`config.mk`:
```
export PLATFORM = sky130hd
export DESIGN_NAME = axis_crc32_monitor
export DESIGN_NICKNAME = d
export VERILOG_FILES = /design/src/rtl/crc32_mon_pkg.sv /design/src/rtl/crc32_mon_fifo.sv /design/src/rtl/axis_crc32_monitor.sv
export SDC_FILE = /design/constraint.sdc
export NUM_CORES = 1
export LEC_CHECK = 0
export BUFFER_PORTS_ARGS = -buffer_cell sky130_fd_sc_hd__buf_4
export CAP_MARGIN = 0
export CORE_ASPECT_RATIO = 0.75
export CORE_MARGIN = 8
export CORE_UTILIZATION = 45
export CTS_BUF_LIST = sky130_fd_sc_hd__clkbuf_8
export DETAILED_ROUTE_END_ITERATION = 10
export MAX_ROUTING_LAYER = met4
export PLACE_DENSITY = 0.68
export RECOVER_POWER = 50
export SLEW_MARGIN = 20
export SYNTH_ARGS = -nofsm -noshare
export SYNTH_HDL_FRONTEND = slang
export SYNTH_SLANG_ARGS = --single-unit
```
`constraint.sdc`:
```
create_clock -name clk -period 5.6 [get_ports clk]
set_clock_uncertainty 0.15 [all_clocks]
set_input_delay 0.28 -clock clk [delete_from_list [all_inputs] [get_ports clk]]
set_output_delay 0.28 -clock clk [all_outputs]
set_load 0.01 [all_outputs]
```
`src/rtl/crc32_mon_pkg.sv`:
```
// crc32_mon_pkg
// Shared constants and helpers for the AXI-stream CRC-32 monitor:
//   - reflected IEEE 802.3 CRC-32 nibble table (poly EDB88320)
//   - CRC_INIT / CRC_XOROUT
//   - crc32_byte(): one-byte update as two table-driven nibble steps
//   - crc32_rec_t: packed per-packet result record
package crc32_mon_pkg;

    localparam logic [31:0] CRC_INIT   = 32'hFFFF_FFFF;
    localparam logic [31:0] CRC_XOROUT = 32'hFFFF_FFFF;

    // Record length field is sized for the widest supported counter (LEN_W <= 64);
    // narrower counters are zero-extended into it.
    localparam int REC_LEN_W = 64;

    localparam logic [31:0] CRC_NIB_TABLE [16] = '{
        32'h0000_0000, 32'h1DB7_1064, 32'h3B6E_20C8, 32'h26D9_30AC,
        32'h76DC_4190, 32'h6B6B_51F4, 32'h4DB2_6158, 32'h5005_713C,
        32'hEDB8_8320, 32'hF00F_9344, 32'hD6D6_A3E8, 32'hCB61_B38C,
        32'h9B64_C2B0, 32'h86D3_D2D4, 32'hA00A_E278, 32'hBDBD_F21C
    };

    typedef struct packed {
        logic                 ignored;
        logic [31:0]          index;
        logic [REC_LEN_W-1:0] len;
        logic [31:0]          crc;
    } crc32_rec_t;

    function automatic logic [31:0] crc32_nib(input logic [31:0] c);
        return (c >> 4) ^ CRC_NIB_TABLE[c[3:0]];
    endfunction

    // Reflected CRC: low nibble of the byte is consumed first.
    function automatic logic [31:0] crc32_byte(input logic [31:0] crc, input logic [7:0] b);
        logic [31:0] c;
        c = crc ^ {24'h0, b};
        c = crc32_nib(c);
        c = crc32_nib(c);
        return c;
    endfunction

endpackage

```
`src/rtl/crc32_mon_fifo.sv`:
```
// crc32_mon_fifo
// Small synchronous FIFO for result records, combinational read of the head.
// A write while full is legal only together with a read (the freed slot is
// reused in the same cycle); the caller enforces that.
// Ports:
//   clk, rstn        clock, asynchronous active-low reset
//   wr_en, wr_data   push
//   rd_en, rd_data   pop / current head
//   full, empty      status
module crc32_mon_fifo #(
    parameter int W     = 8,
    parameter int DEPTH = 4
) (
    input  logic         clk,
    input  logic         rstn,
    input  logic         wr_en,
    input  logic [W-1:0] wr_data,
    input  logic         rd_en,
    output logic [W-1:0] rd_data,
    output logic         full,
    output logic         empty
);

    localparam int AW = $clog2(DEPTH);

    logic [W-1:0]  mem [DEPTH];
    logic [AW-1:0] wr_ptr;
    logic [AW-1:0] rd_ptr;
    logic [AW:0]   count;

    always_ff @(posedge clk or negedge rstn) begin
        if (!rstn) begin
            for (int i = 0; i < DEPTH; i++) begin
                mem[i] <= '0;
            end
            wr_ptr <= '0;
            rd_ptr <= '0;
            count  <= '0;
        end else begin
            if (wr_en) begin
                mem[wr_ptr] <= wr_data;
                wr_ptr      <= wr_ptr + AW'(1);
            end
            if (rd_en) begin
                rd_ptr <= rd_ptr + AW'(1);
            end
            if (wr_en && !rd_en) begin
                count <= count + (AW+1)'(1);
            end else if (!wr_en && rd_en) begin
                count <= count - (AW+1)'(1);
            end
        end
    end

    assign rd_data = mem[rd_ptr];
    assign full    = (count == (AW+1)'(DEPTH));
    assign empty   = (count == '0);

endmodule

```
`src/rtl/axis_crc32_monitor.sv`:
```
// axis_crc32_monitor
// Passive AXI-stream tap: per packet, counts bytes and computes CRC-32
// (reflected IEEE 802.3, init/xorout FFFFFFFF) and queues one result record.
// Optional build macro CRC32_MON_DISPLAY_EN: prints each record push in simulation.
// Ports:
//   clk, rstn                           clock, asynchronous active-low reset
//   s_tready/s_tvalid/s_tdata/s_tkeep/s_tlast   observed stream (inputs only)
//   r_valid/r_ready                     result handshake
//   r_ignored/r_index/r_len/r_crc       head result record
//   overflow                            sticky: a record was dropped (FIFO full)
module axis_crc32_monitor
    import crc32_mon_pkg::*;
#(
    parameter int BYTES      = 1,
    parameter int LEN_W      = 32,
    parameter int MIN_LEN    = 32,
    parameter int FIFO_DEPTH = 4
) (
    input  logic               clk,
    input  logic               rstn,
    input  logic               s_tready,
    input  logic               s_tvalid,
    input  logic [8*BYTES-1:0] s_tdata,
    input  logic [BYTES-1:0]   s_tkeep,
    input  logic               s_tlast,
    output logic               r_valid,
    input  logic               r_ready,
    output logic               r_ignored,
    output logic [31:0]        r_index,
    output logic [LEN_W-1:0]   r_len,
    output logic [31:0]        r_crc,
    output logic               overflow
);

    localparam logic [LEN_W:0] MIN_LEN_X = (LEN_W+1)'(MIN_LEN);

    logic [31:0]      crc_q, crc_nx;
    logic [LEN_W-1:0] len_q, len_nx;
    logic [LEN_W:0]   cnt, len_sum;
    logic [31:0]      idx_q;
    logic             overflow_q;
    logic             beat, close, rec_ignored;
    logic             fifo_full, fifo_empty, pop, push_ok;
    crc32_rec_t       rec_in, rec_rd;
    logic             unused_len_bits;

    assign beat  = s_tvalid & s_tready;
    assign close = beat & s_tlast;

    // Fold enabled lanes in ascending order; disabled lanes are skipped.
    always_comb begin
        crc_nx = crc_q;
        cnt    = '0;
        for (int i = 0; i < BYTES; i++) begin
            if (s_tkeep[i]) begin
                crc_nx = crc32_byte(crc_nx, s_tdata[8*i +: 8]);
                cnt    = cnt + (LEN_W+1)'(1);
            end
        end
        len_sum = {1'b0, len_q} + cnt;
        len_nx  = len_sum[LEN_W] ? '1 : len_sum[LEN_W-1:0];
    end

    assign rec_ignored = ({1'b0, len_nx} < MIN_LEN_X);

    always_comb begin
        rec_in.ignored = rec_ignored;
        rec_in.index   = rec_ignored ? 32'h0 : idx_q;
        rec_in.len     = REC_LEN_W'(len_nx);
        rec_in.crc     = crc_nx ^ CRC_XOROUT;
    end

    assign pop     = r_valid & r_ready;
    assign push_ok = close & (~fifo_full | pop);

    always_ff @(posedge clk or negedge rstn) begin
        if (!rstn) begin
            crc_q      <= CRC_INIT;
            len_q      <= '0;
            idx_q      <= 32'd1;
            overflow_q <= 1'b0;
        end else if (beat) begin
            if (s_tlast) begin
                crc_q <= CRC_INIT;
                len_q <= '0;
                // Index advances even when the record is dropped, so gaps show loss.
                if (!rec_ignored) begin
                    idx_q <= idx_q + 32'd1;
                end
                if (fifo_full && !pop) begin
                    overflow_q <= 1'b1;
                end
            end else begin
                crc_q <= crc_nx;
                len_q <= len_nx;
            end
        end
    end

    crc32_mon_fifo #(
        .W     ($bits(crc32_rec_t)),
        .DEPTH (FIFO_DEPTH)
    ) u_fifo (
        .clk     (clk),
        .rstn    (rstn),
        .wr_en   (push_ok),
        .wr_data (rec_in),
        .rd_en   (pop),
        .rd_data (rec_rd),
        .full    (fifo_full),
        .empty   (fifo_empty)
    );

    assign r_valid   = ~fifo_empty;
    assign r_ignored = rec_rd.ignored;
    assign r_index   = rec_rd.index;
    assign r_len     = rec_rd.len[LEN_W-1:0];
    assign r_crc     = rec_rd.crc;
    assign overflow  = overflow_q;

    // Upper record length bits are zero whenever LEN_W < REC_LEN_W.
    assign unused_len_bits = ^rec_rd.len;

`ifdef CRC32_MON_DISPLAY_EN
    always @(posedge clk) begin
        if (rstn && close) begin
            if (!push_ok) begin
                $display("stream DROPPED");
            end else if (rec_ignored) begin
                $display("stream (ignored) length=%10d  CRC=%08x", len_nx, rec_in.crc);
            end else begin
                $display("stream %3d       length=%10d  CRC=%08x", idx_q, len_nx, rec_in.crc);
            end
        end
    end
`endif

endmodule

```
-- Word level (Yosys, flattened, before mapping)
Memory sizes are Yosys's and may differ from the RTL's.
Index checks and enable logic that the tools add are counted.
- bits in registers: 620
- bits in latches: 0
- bits in writable memories: 0
- bits in read-only memories: 1024
- bits of input ports: 15
- output and inout bits: 99
- logic and storage cells: 70
- memories: 2
- memories (name ; depth ; bits a word ; rd ports ; clocked after memory_dff ; wr ports ; RTL line ; source):
    (name not given) ; 16 ; 32 ; 1 ; 0 ; 0 ; crc32_mon_pkg.sv:31 ; return (c >> 4) ^ CRC_NIB_TABLE[c[3:0]];
    (name not given) ; 16 ; 32 ; 1 ; 0 ; 0 ; crc32_mon_pkg.sv:31 ;
- add/subtract/negate cells: 6
- $mul: 0
- divide/modulo/power cells: 0
- $lt $le $gt $ge: 6
- equality and inequality tests: 1
- shifts and indexed selects: 0
- mux-type cells: 18
- bitwise gates (word level): 16
- reductions and logical operators: 10
- operator list (operator ; count):
    bitwise mux 516 bit ; 1
    two-way mux 129 bit ; 3
    two-way mux 32 bit ; 9
    binary-select mux 129 bit (select 2 bit) ; 1
    demux 129 bit (select 2 bit) ; 1
    bitwise XOR 28 x 32 -> 32 bit ; 2
    adder 32 x 1 -> 33 bit ; 1
    adder 32 x 1 -> 32 bit (second input constant) ; 1
    less-than comparator 32 x 6 -> 1 bit (second input constant) ; 1
    NOT 32 bit ; 1
    bitwise XOR 32 x 8 -> 32 bit ; 1
    >= comparator 5 bit (second input constant) ; 2
    NOT 4 -> 5 bit ; 2
    >= comparator 3 bit (second input constant) ; 2
    two-way mux 3 bit ; 2
    NOT 2 -> 3 bit ; 2
    AND reduction 3 bit ; 2
    adder 2 x 1 -> 2 bit (second input constant) ; 2
    AND 1 bit ; 4
    logical AND 1 bit ; 4
    adder 3 x 1 -> 3 bit (second input constant) ; 1
    equality test 3 bit (second input constant) ; 1
    zero test 3 bit ; 1
    less-than comparator 3 x 1 -> 1 bit (second input constant) ; 1
    other kinds (6) ; 9

-- Longest topological paths before layout
Gate-level depths: netlist of the first run.
- depth after elaboration: 14
- depth in mapped cells: 16
- gate-level depth less buffers: 11

-- Modules after synthesis
Synthesis of the first run repeated with hierarchy kept, for this count alone.
- cell total of the unflattened synthesis: 1985
- area, all modules: 28919.0 um^2
- modules (own cells, without submodules) (module ; times used ; cells an instance ; area each (um^2) ; seq. area each (um^2)):
    crc32_mon_fifo ; 1 ; 1281 ; 22622.9 ; 13087.6
    axis_crc32_monitor ; 1 ; 704 ; 6296.0 ; 2468.6

-- Worst setup path after synthesis of the first run
Ideal clock, no wire load.
- path kind: reg-to-reg
- from: register len_q[0]
- to: register idx_q[1]
- library setup time: 0.127 ns
- arrival: 3.731 ns
- data required time: 5.323 ns
- path slack: 1.591 ns
- cell stages (with the launch flop): 16
- path buffers: 4
- period minus slack after synthesis: 4.009 ns
- path through: dfrtp_1 > ha_1 > ha_1 > buf_2 > nand4_2 > or4_1 > buf_2 > or4_1 > xnor2_1 > nor4b_1 > nand4_1 > or4_1 > clkbuf_1 > buf_6 > nand2_1 > mux2_1
- word-level cells in the longest chain between the ends: 5
- ends and longest elaborated chain (element ; RTL line ; source):
    start, declared ; axis_crc32_monitor.sv:38 ; logic [LEN_W-1:0] len_q, len_nx;
    start signal, assigned ; axis_crc32_monitor.sv:95 ; len_q <= len_nx;
    adder 32 x 1 -> 33 bit ; axis_crc32_monitor.sv:60 ; len_sum = {1'b0, len_q} + cnt;
    two-way mux 32 bit ; axis_crc32_monitor.sv:61 ; len_nx = len_sum[LEN_W] ? '1 : len_sum[LEN_W-1:0];
    less-than comparator 32 x 6 -> 1 bit ; axis_crc32_monitor.sv:64 ; assign rec_ignored = ({1'b0, len_nx} < MIN_LEN_X);
    NOT 1 bit (no line) ; -- ;
    AND reduction 3 bit (no line) ; -- ;
    end signal, assigned ; axis_crc32_monitor.sv:88 ; idx_q <= idx_q + 32'd1;
    end, declared ; axis_crc32_monitor.sv:40 ; logic [31:0] idx_q;
Every way passes these cells.
A chain may end at the register's enable or synchronous reset.

-- Worst setup path after layout of the first run
- from: register u_fifo.count[0]
- to: register u_fifo.mem[139] (netlist name)
- word-level cells in the longest chain between the ends: 5
- elaborated cells on any way between the ends: 7
- ends and longest elaborated chain (element ; RTL line ; source):
    start, declared ; crc32_mon_fifo.sv:29 ; logic [AW:0] count;
    start signal, assigned ; crc32_mon_fifo.sv:48 ; count <= count + (AW+1)'(1);
    start signal, assigned ; crc32_mon_fifo.sv:50 ; count <= count - (AW+1)'(1);
    zero test 3 bit ; crc32_mon_fifo.sv:57 ; assign empty = (count == '0);
    NOT 1 bit ; axis_crc32_monitor.sv:114 ; assign r_valid = ~fifo_empty;
    AND 1 bit ; axis_crc32_monitor.sv:73 ; assign pop = r_valid & r_ready;
    OR 1 bit * ; axis_crc32_monitor.sv:74 ; assign push_ok = close & (~fifo_full | pop);
    AND 1 bit * ; axis_crc32_monitor.sv:74 ;
    net push_ok ; axis_crc32_monitor.sv:43 ; logic fifo_full, fifo_empty, pop, push_ok;
    end signal, assigned by index ; crc32_mon_fifo.sv:41 ; mem[wr_ptr] <= wr_data;
    end, declared ; crc32_mon_fifo.sv:26 ; logic [W-1:0] mem [DEPTH];
The timed path passes the listed nets; every way through them passes the cells marked *.

==> results of run 1 <==
[state kept, by name, indices dropped and copies added, names as in the netlist]
name	flops
u_fifo.wr_ptr	2
crc_q	32
len_q	32
u_fifo.mem	388
overflow	1
u_fifo.count	3
idx_q	32
u_fifo.rd_ptr	2
[logic make-up after synthesis]
logic type | Yosys count | share of synthesized area, %
simple gates | 625 | 12.70
flops | 492 | 54.90
compound gates | 420 | 9.765
mux | 191 | 14.30
buf+inv | 153 | 2.736
xor+xnor | 130 | 5.061
fa+ha+maj | 9 | 0.5339
[power groups by stage]
| stage | clock (mW) | combinational [mW] | sequential, mW |
|---|---|---|---|
| CTS | 3.12 | 4.02 | 4.71 |
| detailed placement | 0 | 3.99 | 4.77 |
| global route | 3.28 | 4.34 | 4.80 |
| global placement | 0 | 3.92 | 4.72 |
| finish | 3.03 | 3.95 | 4.70 |
| floorplan | 0 | 2.84 | 4.57 |
[stage by stage]
step                hold slack, ns  worst slack (ns)  util, %  area [um^2]  power, mW
detailed placement          0.2647            0.9813    48.03        23900      8.759
global placement            0.2447             1.093    48.03        23890      8.633
CTS                         0.1275             1.012    51.32        25530      11.84
floorplan                  -0.1656             1.591        -        22500      7.402
finish                      0.2765            0.7821    51.06        25400      11.69
global route                0.2709            0.4076    51.06        25400      12.42
[final timing paths]
path	endpoint	slack (ns)	start	depth (start not counted)
max reg2reg	u_fifo.mem[139]	0.78	u_fifo.count[0]	5
min	crc_q[9]	0.28	s_tdata[7]	5
min in group asynchronous	u_fifo.mem[434]	0.84	rstn	2
min reg2reg	u_fifo.mem[297]	0.33	u_fifo.mem[297]	2
max in group asynchronous	u_fifo.mem[249]	1.29	rstn	3
max	u_fifo.mem[139]	0.78	u_fifo.count[0]	5
[placed cells by master (no fill, tap or decap), types with 32 or more instances in the layout]
master and instances:
dfrtp_1 458, nand2_1 402, o21ai_0 251, buf_4 119, xnor2_1 111, o21ai_1 106
clkbuf_8 101, mux4_2 97, nor2_1 74, mux2_2 73, inv_1 37, dfstp_2 33
a21oi_1 32
[cell usage after synthesis (13+ instances only)]
| cell type | number |
|---|---|
| a21oi_1 | 32 |
| and2_1 | 13 |
| and3_1 | 19 |
| buf_1 | 19 |
| clkbuf_1 | 113 |
| dfrtp_1 | 459 |
| dfstp_2 | 33 |
| mux2_2 | 73 |
| mux2i_1 | 20 |
| mux4_2 | 97 |
| nand2_1 | 403 |
| nand2_4 | 20 |
| nand3_1 | 29 |
| nand4_1 | 28 |
| nor2_1 | 74 |
| o21ai_0 | 251 |
| o21ai_1 | 106 |
| o22a_1 | 14 |
| xnor2_1 | 111 |
| xor2_1 | 19 |
[layer usage]
| layer | track usage, % | wire length [um] |
|---|---|---|
| met1 | 25.57 | 24270 |
| met2 | 28.42 | 23900 |
| met3 | 3.707 | 2178 |
| met4 | 4.718 | 842 |
| met5 | - | 0 |
[cell type report]
type                       instances  area [um^2]  area share [%]
antenna                            1        2.502        0.009851
multi-input combinational       1375         9538           37.55
inverter                           8        30.03          0.1182
timing repair buffer             144         1081           4.256
clock buffer                     101         1390           5.472
tap                              657        822.0           3.236
clock inverter                    41        182.7          0.7191
sequential                       492        12360           48.64
[worst max-delay path, stage by stage (launching register included)]
cell	delay [ns]
dfrtp_1	0.44
nor4b_1	0.48
nor2_1	0.29
nand2_4	0.14
clkbuf_1	2.52
o21ai_0	0.46
[repair_timing]
item / 4_1_cts / 5_1_grt
buffers inserted: 0 / 0
hold buffers: 6 / 0
endpoints found under the hold margin: 135 / 0
resized for setup: 0 / 0
==> results.yml, run 1 <==
pwr:
  max-vdd-ir-drop_mv: 0.3632
  power.share.clock_pct: 26.0
  power.density_nw_per_um2: 460.1
  p_sw_mw: 3.967
  switching_share_pct: 33.94
  p_leak_nw: 11.35
  p_seq_share_pct: 40.2
  internal_power_mw: 7.722
  pwr-share-comb_pct: 33.8
worst_setup_path:
  setup.worst_path.end_class: "flip-flop"
  critPathKind: "flip-flop to flip-flop"
  cp_max_fo: 72
  crit_path_start_kind: "flip-flop"
  crit_required_ns: 5.81
  arrival_ns: 5.03
cts:
  htreeDepth: 3
  cts_inserted_buffers: 80
  clock-root-buffer: "clkbuf_8"
  clk_pin_slew_ns: 0.06
  cts_sinks: 492
  cts.path.max_buffers: 3
  clk_latency_ns: 0.66
  cts_tree: "yes"
grt:
  grtUsageTotal_pct: 18.61
  grt_pass1_wl_mm: 85.24
  grt-ovfl-total: 0
  antenna_found_initial: 0
  grt_pass1_vias: 15933
  grt_max_degree: 126
place:
  placed_cells: 2670
  gp_congestion: 0.8565
  io_buffers: 113
  dpl.hpwl_mm: 32.18
route:
  antenna_left: 0
  drc: 0
  wl_per_cell_um: 18.16
  drt_pass1_iterations: 5
  drt_iter0_drc: 981
  wl_mm: 51.19
  viasPerCell: 5.410
  vias: 15252
flow_run:
  max_cap_violations: 9
timing:
  drv_slew: 688
  slew_headroom_pct: -141.0
  final_hold_viol_count: 0
  rsz0062_at_grt: "false"
  setup_viol: 0
  tightest_slew_ns: 3.614
  period_share_pct: 86.03
  period_needed_ns: 4.818
  setup_tns_ns: 0
  max_freq_mhz: 207.6
logic_synthesis:
  ys_seq_area_share_pct: 54.90
  synthFlopType: "dfrtp_1"
  synth_area_um2: 22500
  synth_top_area_share_pct: 51.05
  synth_fp_nets: 2044
  yosys.area.top_type: "dfrtp_1"
  ys_types: 52
  async_reset_ff_share_pct: 100.0
  yosys_warnings: 0
  synthCells: 2020
  synth.avg_cell_area_um2: 11.14
  synth_edf_count: 0
  ys_seq_elements: 492
  ys_top_cells_by_area: "dfrtp_1 (51%), mux4_2 (9.7%), nand2_1 (6.7%)"
floorplan:
  die_h_um: 209.6
  die_w_um: 274.2
  std_cell_rows: 71
  io_pins: 114
  core_um2: 49750
  start_util_pct: 45.23
  design.die.area_um2: 57480
finish:
  fin_cells: 2819
  drive_above_1_share_pct: 22.03
  syn_to_final_growth_pct: 12.91
  layout.nets: 2125
  fillCellCount: 4401
outcome:
  status: "finished, violations left"
  violations: "capacitance limit, slew limit"
worst_hold_path:
  min_path_type: "primary input to flip-flop"
Note: power is estimated with default switching activity, not from simulation.
==> inputs of run 2 (changes only) <==
--- a/config.mk
+++ b/config.mk
@@ -15,3 +15,3 @@
 export MAX_ROUTING_LAYER = met4
-export PLACE_DENSITY = 0.68
+export PLACE_DENSITY = 0.61
 export RECOVER_POWER = 50
==> constraint.sdc (replaced) <==
create_clock -name clk -period 5.3 [get_ports clk]
set_clock_uncertainty 0.15 [all_clocks]
set_input_delay 1.06 -clock clk [delete_from_list [all_inputs] [get_ports clk]]
set_output_delay 1.06 -clock clk [all_outputs]
set_load 0.01 [all_outputs]
==> results.yml, run 2 (synthesis gave the netlist of run 1 again) <==
timing:
  slew_headroom_pct: -62.73
  final_hold_viol_count: 0
  rsz0062_at_grt: "false"
  period_needed_ns: 4.407
  period_share_pct: 83.16
  max_freq_mhz: 226.9
  setup_tns_ns: 0
  drv_slew: 263
  setup_viol: 0
  tightest_slew_ns: 2.441
  setup_slack_ns: 0.8928
worst_setup_path:
  cp_max_fo: 38
  critPathKind: "primary input to flip-flop"
  r2r_setup_slack_ns: 1.20
  arrival_ns: 4.80
  crit_path_start_kind: "primary input"
  crit_required_ns: 5.69
  setup.worst_path.end_class: "flip-flop"
  r2r_end: "idx_q[19]"
  reg2reg_depth: 12
  r2r-start: "len_q[0]"
route:
  vias: 15258
  drt_pass1_iterations: 5
  wl_per_cell_um: 18.43
  drt_iter0_drc: 1132
  viasPerCell: 5.384
  antenna_left: 0
  wl_mm: 52.24
  drc: 0
cts:
  cts.path.max_buffers: 3
  clk_pin_slew_ns: 0.06
  cts_hold_buf: 0
  post_cts_buffers: 0
  htreeDepth: 3
  cts_sinks: 492
  cts_resized: 0
  clk_latency_ns: 0.65
  cts_inserted_buffers: 81
  clock-root-buffer: "clkbuf_8"
  cts_tree: "yes"
finish:
  mostFrequentLayoutCell: "dfrtp_1"
  drive_above_1_share_pct: 23.24
  fin_cells: 2834
  regMostFlops: "u_fifo.mem"
  syn_to_final_growth_pct: 14.33
  final_cell_mix: "dfrtp_1 (457), nand2_1 (399), o21ai_0 (251), buf_4 (133), xnor2_1 (111)"
  largest_register_ffs: 388
  antennaDiodeCount: 0
  layout.nets: 2137
grt:
  antenna_found_initial: 0
  grt_max_degree: 98
  grtUsageTotal_pct: 19.22
  grt-ovfl-total: 0
  grt_pass1_vias: 15764
  grt_pass1_wl_mm: 87.20
outcome:
  status: "finished, violations left"
  violations: "capacitance limit, slew limit"
pwr:
  finalPower_mw: 12.54
  power.density_nw_per_um2: 487.5
  max-vdd-ir-drop_mv: 0.3241
  p_leak_nw: 11.56
worst_hold_path:
  holdPathStages: 2
  min_to: "u_fifo.mem[96]"
  hp-start: "u_fifo.mem[96]"
  min_path_type: "flip-flop to flip-flop"
floorplan:
  design.die.area_um2: 57480
  core_um2: 49750
  die_w_um: 274.2
  start_util_pct: 45.23
  std_cell_rows: 71
  die_h_um: 209.6
  io_pins: 114
place:
  post-place-ws_ns: 0.3812
  placed_cells: 2687
  gp_congestion: 0.8431
  io_buffers: 113
  dpl.hpwl_mm: 33.30
flow_run:
  max_cap_violations: 4
[run 2: through the flow]
| stage | area, um^2 | hold WS (ns) | utilization [%] |
|---|---|---|---|
| 2_1_floorplan | 22500 | 0.2946 | - |
| 3_3_place_gp | 24130 | 0.3059 | 48.51 |
| 3_5_place_dp | 24130 | 0.3153 | 48.51 |
| 4_1_cts | 25790 | 0.2767 | 51.83 |
| 5_1_grt | 25720 | 0.3451 | 51.71 |
| 6_report | 25720 | 0.3245 | 51.71 |
[run 2: worst max path at each step]
stage	end	cells after the start	start	slack [ns]
after floorplan	idx_q[1]	15	s_tkeep	0.56
after global placement	idx_q[7]	13	s_tkeep	0.39
after detailed placement	idx_q[19]	13	s_tkeep	0.38
after CTS	idx_q[19]	13	s_tkeep	1.10
after global routing	len_q[23]	6	s_tvalid	0.56
final	len_q[4]	6	s_tvalid	0.89
[run 2: area by class of cell]
type	instances	area [um^2]
clock buffers	102	1404
clock inverters	45	250.2
multi-input cells	1375	9573
inverters	8	30.03
fillers	4483	24020
repair buffers	155	1284
well taps	657	822.0
flip-flops and latches	492	12360
[run 2: power breakdown]
group	total (mW)	leakage (nW)	internal, mW	switching, mW
Sequential	5.06	6.59	4.50	0.556
Combinational	4.14	4.02	1.96	2.17
Clock	3.34	0.953	1.83	1.52
Total	12.5	11.6	8.29	4.25
[run 2: critical path: stages]
cell and delay (ns):
clkbuf_4 0.10, and2_0 0.22, clkbuf_1 1.45, nand2_1 0.89, clkbuf_1 0.70, o21ai_0 0.35
[run 2: metal layers]
metal / vias to the layer above / routed length [um] / GRT usage (%) / share of wire, %
met3: 85 / 2232 / 3.571 / 4.3
met2: 311 / 24150 / 28.53 / 46
met1: 7632 / 24800 / 27.00 / 47
li1: 7230 / - / - / -
met5: - / 0 / - / 0
met4: 0 / 1055 / 5.498 / 2.0
==> inputs of run 3 (changes only) <==
Clock period 5.3 ns to 4.4 ns, I/O delays scaled along.
==> results.yml, run 3 (synthesis gave the netlist of run 1 again) <==
pwr:
  internal_power_mw: 9.852
  pwr-share-comb_pct: 33.8
  p_leak_nw: 11.57
  finalPower_mw: 14.98
  p_sw_mw: 5.132
  p_seq_share_pct: 40.5
  power.density_nw_per_um2: 581.1
  power.share.clock_pct: 25.7
  max-vdd-ir-drop_mv: 0.4565
  switching_share_pct: 34.25
outcome:
  violations: "capacitance limit, slew limit"
  status: "finished, violations left"
worst_setup_path:
  arrival_ns: 4.25
  critPathKind: "flip-flop to flip-flop"
  slowest_delay_ns: 0.63
  cp_max_fo: 28
  crit_path_frequent_cell: "or4_4"
  critical_path_buf_inv_count: 1
  crit_cells: 10
  crit_family: "simple AND/OR/NAND/NOR gates"
  reg2reg_depth: 10
  cp_cell_sequence: "nand3_1 -> or4_4 -> or4_4 -> xnor2_1 -> nor4b_1 -> nand4_1 -> or4_4 -> buf_12 -> nand2_1 -> o21ai_0"
  crit_required_ns: 4.68
  setup.worst_path.end_class: "flip-flop"
  crit_path_start_kind: "flip-flop"
  slowest_stage: "or4_4"
grt:
  use_met2_pct: 28.66
  use_met1_pct: 26.99
  grt_pass1_wl_mm: 87.42
  grt_pass1_vias: 15945
  grt-ovfl-total: 0
  grt_max_degree: 101
  antenna_found_initial: 0
  grtUsageTotal_pct: 19.32
  grt_util_met3_pct: 4.151
  busiest_layer: "met2"
route:
  vias: 15354
  drt_iter0_drc: 904
  wl_per_cell_um: 18.56
  drc: 0
  antenna_left: 0
  wl_mm: 52.87
  viasPerCell: 5.389
  drt_pass1_iterations: 5
cts:
  clock-root-buffer: "clkbuf_8"
  cts_hold_buf: 0
  post_cts_buffers: 0
  cts.path.max_buffers: 3
  cts_tree: "yes"
  cts_resized: 0
  cts_sinks: 492
  clk_latency_ns: 0.65
  htreeDepth: 3
  cts_inserted_buffers: 80
  clk_pin_slew_ns: 0.06
finish:
  regMostFlops: "u_fifo.mem"
  final_cell_mix: "dfrtp_1 (457), nand2_1 (402), o21ai_0 (251), buf_4 (142), xnor2_1 (111)"
  antennaDiodeCount: 0
  syn_to_final_growth_pct: 14.60
  largest_register_ffs: 388
  fin_cells: 2849
  layout.nets: 2153
  fin_util_pct: 51.83
  fin_area_um2: 25780
  drive_above_1_share_pct: 23.40
  mostFrequentLayoutCell: "dfrtp_1"
place:
  gp_congestion: 0.8700
  post-place-ws_ns: -0.002959
  io_buffers: 113
  place_area_um2: 24330
  placed_cells: 2704
  dpl.hpwl_mm: 34.60
floorplan:
  die_h_um: 209.6
  core_um2: 49750
  io_pins: 114
  start_util_pct: 45.23
  design.die.area_um2: 57480
  std_cell_rows: 71
  die_w_um: 274.2
worst_hold_path:
  holdPathStages: 1
  min_path_type: "flip-flop to flip-flop"
timing:
  slew_headroom_pct: -55.65
  final_hold_viol_count: 0
  period_share_pct: 90.22
  rsz0062_at_grt: "false"
  period_needed_ns: 3.970
  setup_slack_ns: 0.4304
  drv_slew: 282
  tightest_slew_ns: 2.335
  max_freq_mhz: 251.9
  setup_viol: 0
flow_run:
  max_cap_violations: 6
[run 3: cell count changes in the layout (fill, tap and decap cells not counted), sizes merged]
cell / before / now
inv: 38 / 41
clkinvlp: 5 / 3
buf: 145 / 156
clkbuf: 112 / 116
clkinv: 8 / 9
bufinv: 2 / 0
[run 3: power groups by stage]
| stage | Combinational [mW] | Clock [mW] | Sequential, mW |
|---|---|---|---|
| after floorplan | 3.61 | 0 | 5.81 |
| after global placement | 5.07 | 0 | 6.10 |
| after detailed placement | 5.16 | 0 | 6.15 |
| after CTS | 5.18 | 3.98 | 6.08 |
| after global routing | 5.54 | 4.18 | 6.19 |
| final | 5.06 | 3.86 | 6.07 |
[run 3: final timing paths]
path	startpoint	endpoint	slack (ns)
worst max-delay path	len_q[9]	u_fifo.mem[126]	0.43
worst min-delay path	overflow	overflow	0.31
worst max register to register	len_q[9]	u_fifo.mem[126]	0.43
worst min register to register	overflow	overflow	0.31
max in group asynchronous	rstn	u_fifo.mem[30]	0.77
min in group asynchronous	rstn	u_fifo.mem[175]	0.77
[run 3: metal layers]
metal | share of wire, % | routed length (um)
met1 | 48 | 25120
met2 | 46 | 24240
met3 | 4.7 | 2463
met4 | 2.0 | 1054
met5 | 0 | 0
[run 3: area by class of cell]
class	instances	area (um^2)
well taps	657	822.0
clock buffers	100	1376
inverters	8	30.03
clock inverters	45	191.4
repair buffers	172	1416
fillers	4403	23960
flip-flops and latches	492	12360
multi-input cells	1375	9588
[run 3: stage by stage]
stage,setup TNS (ns),hold WS (ns)
after floorplan,0,0.2946
after global placement,0,0.3058
after detailed placement,-0.002959,0.3135
after CTS,0,0.08540
after global routing,0,0.3425
final,0,0.3137
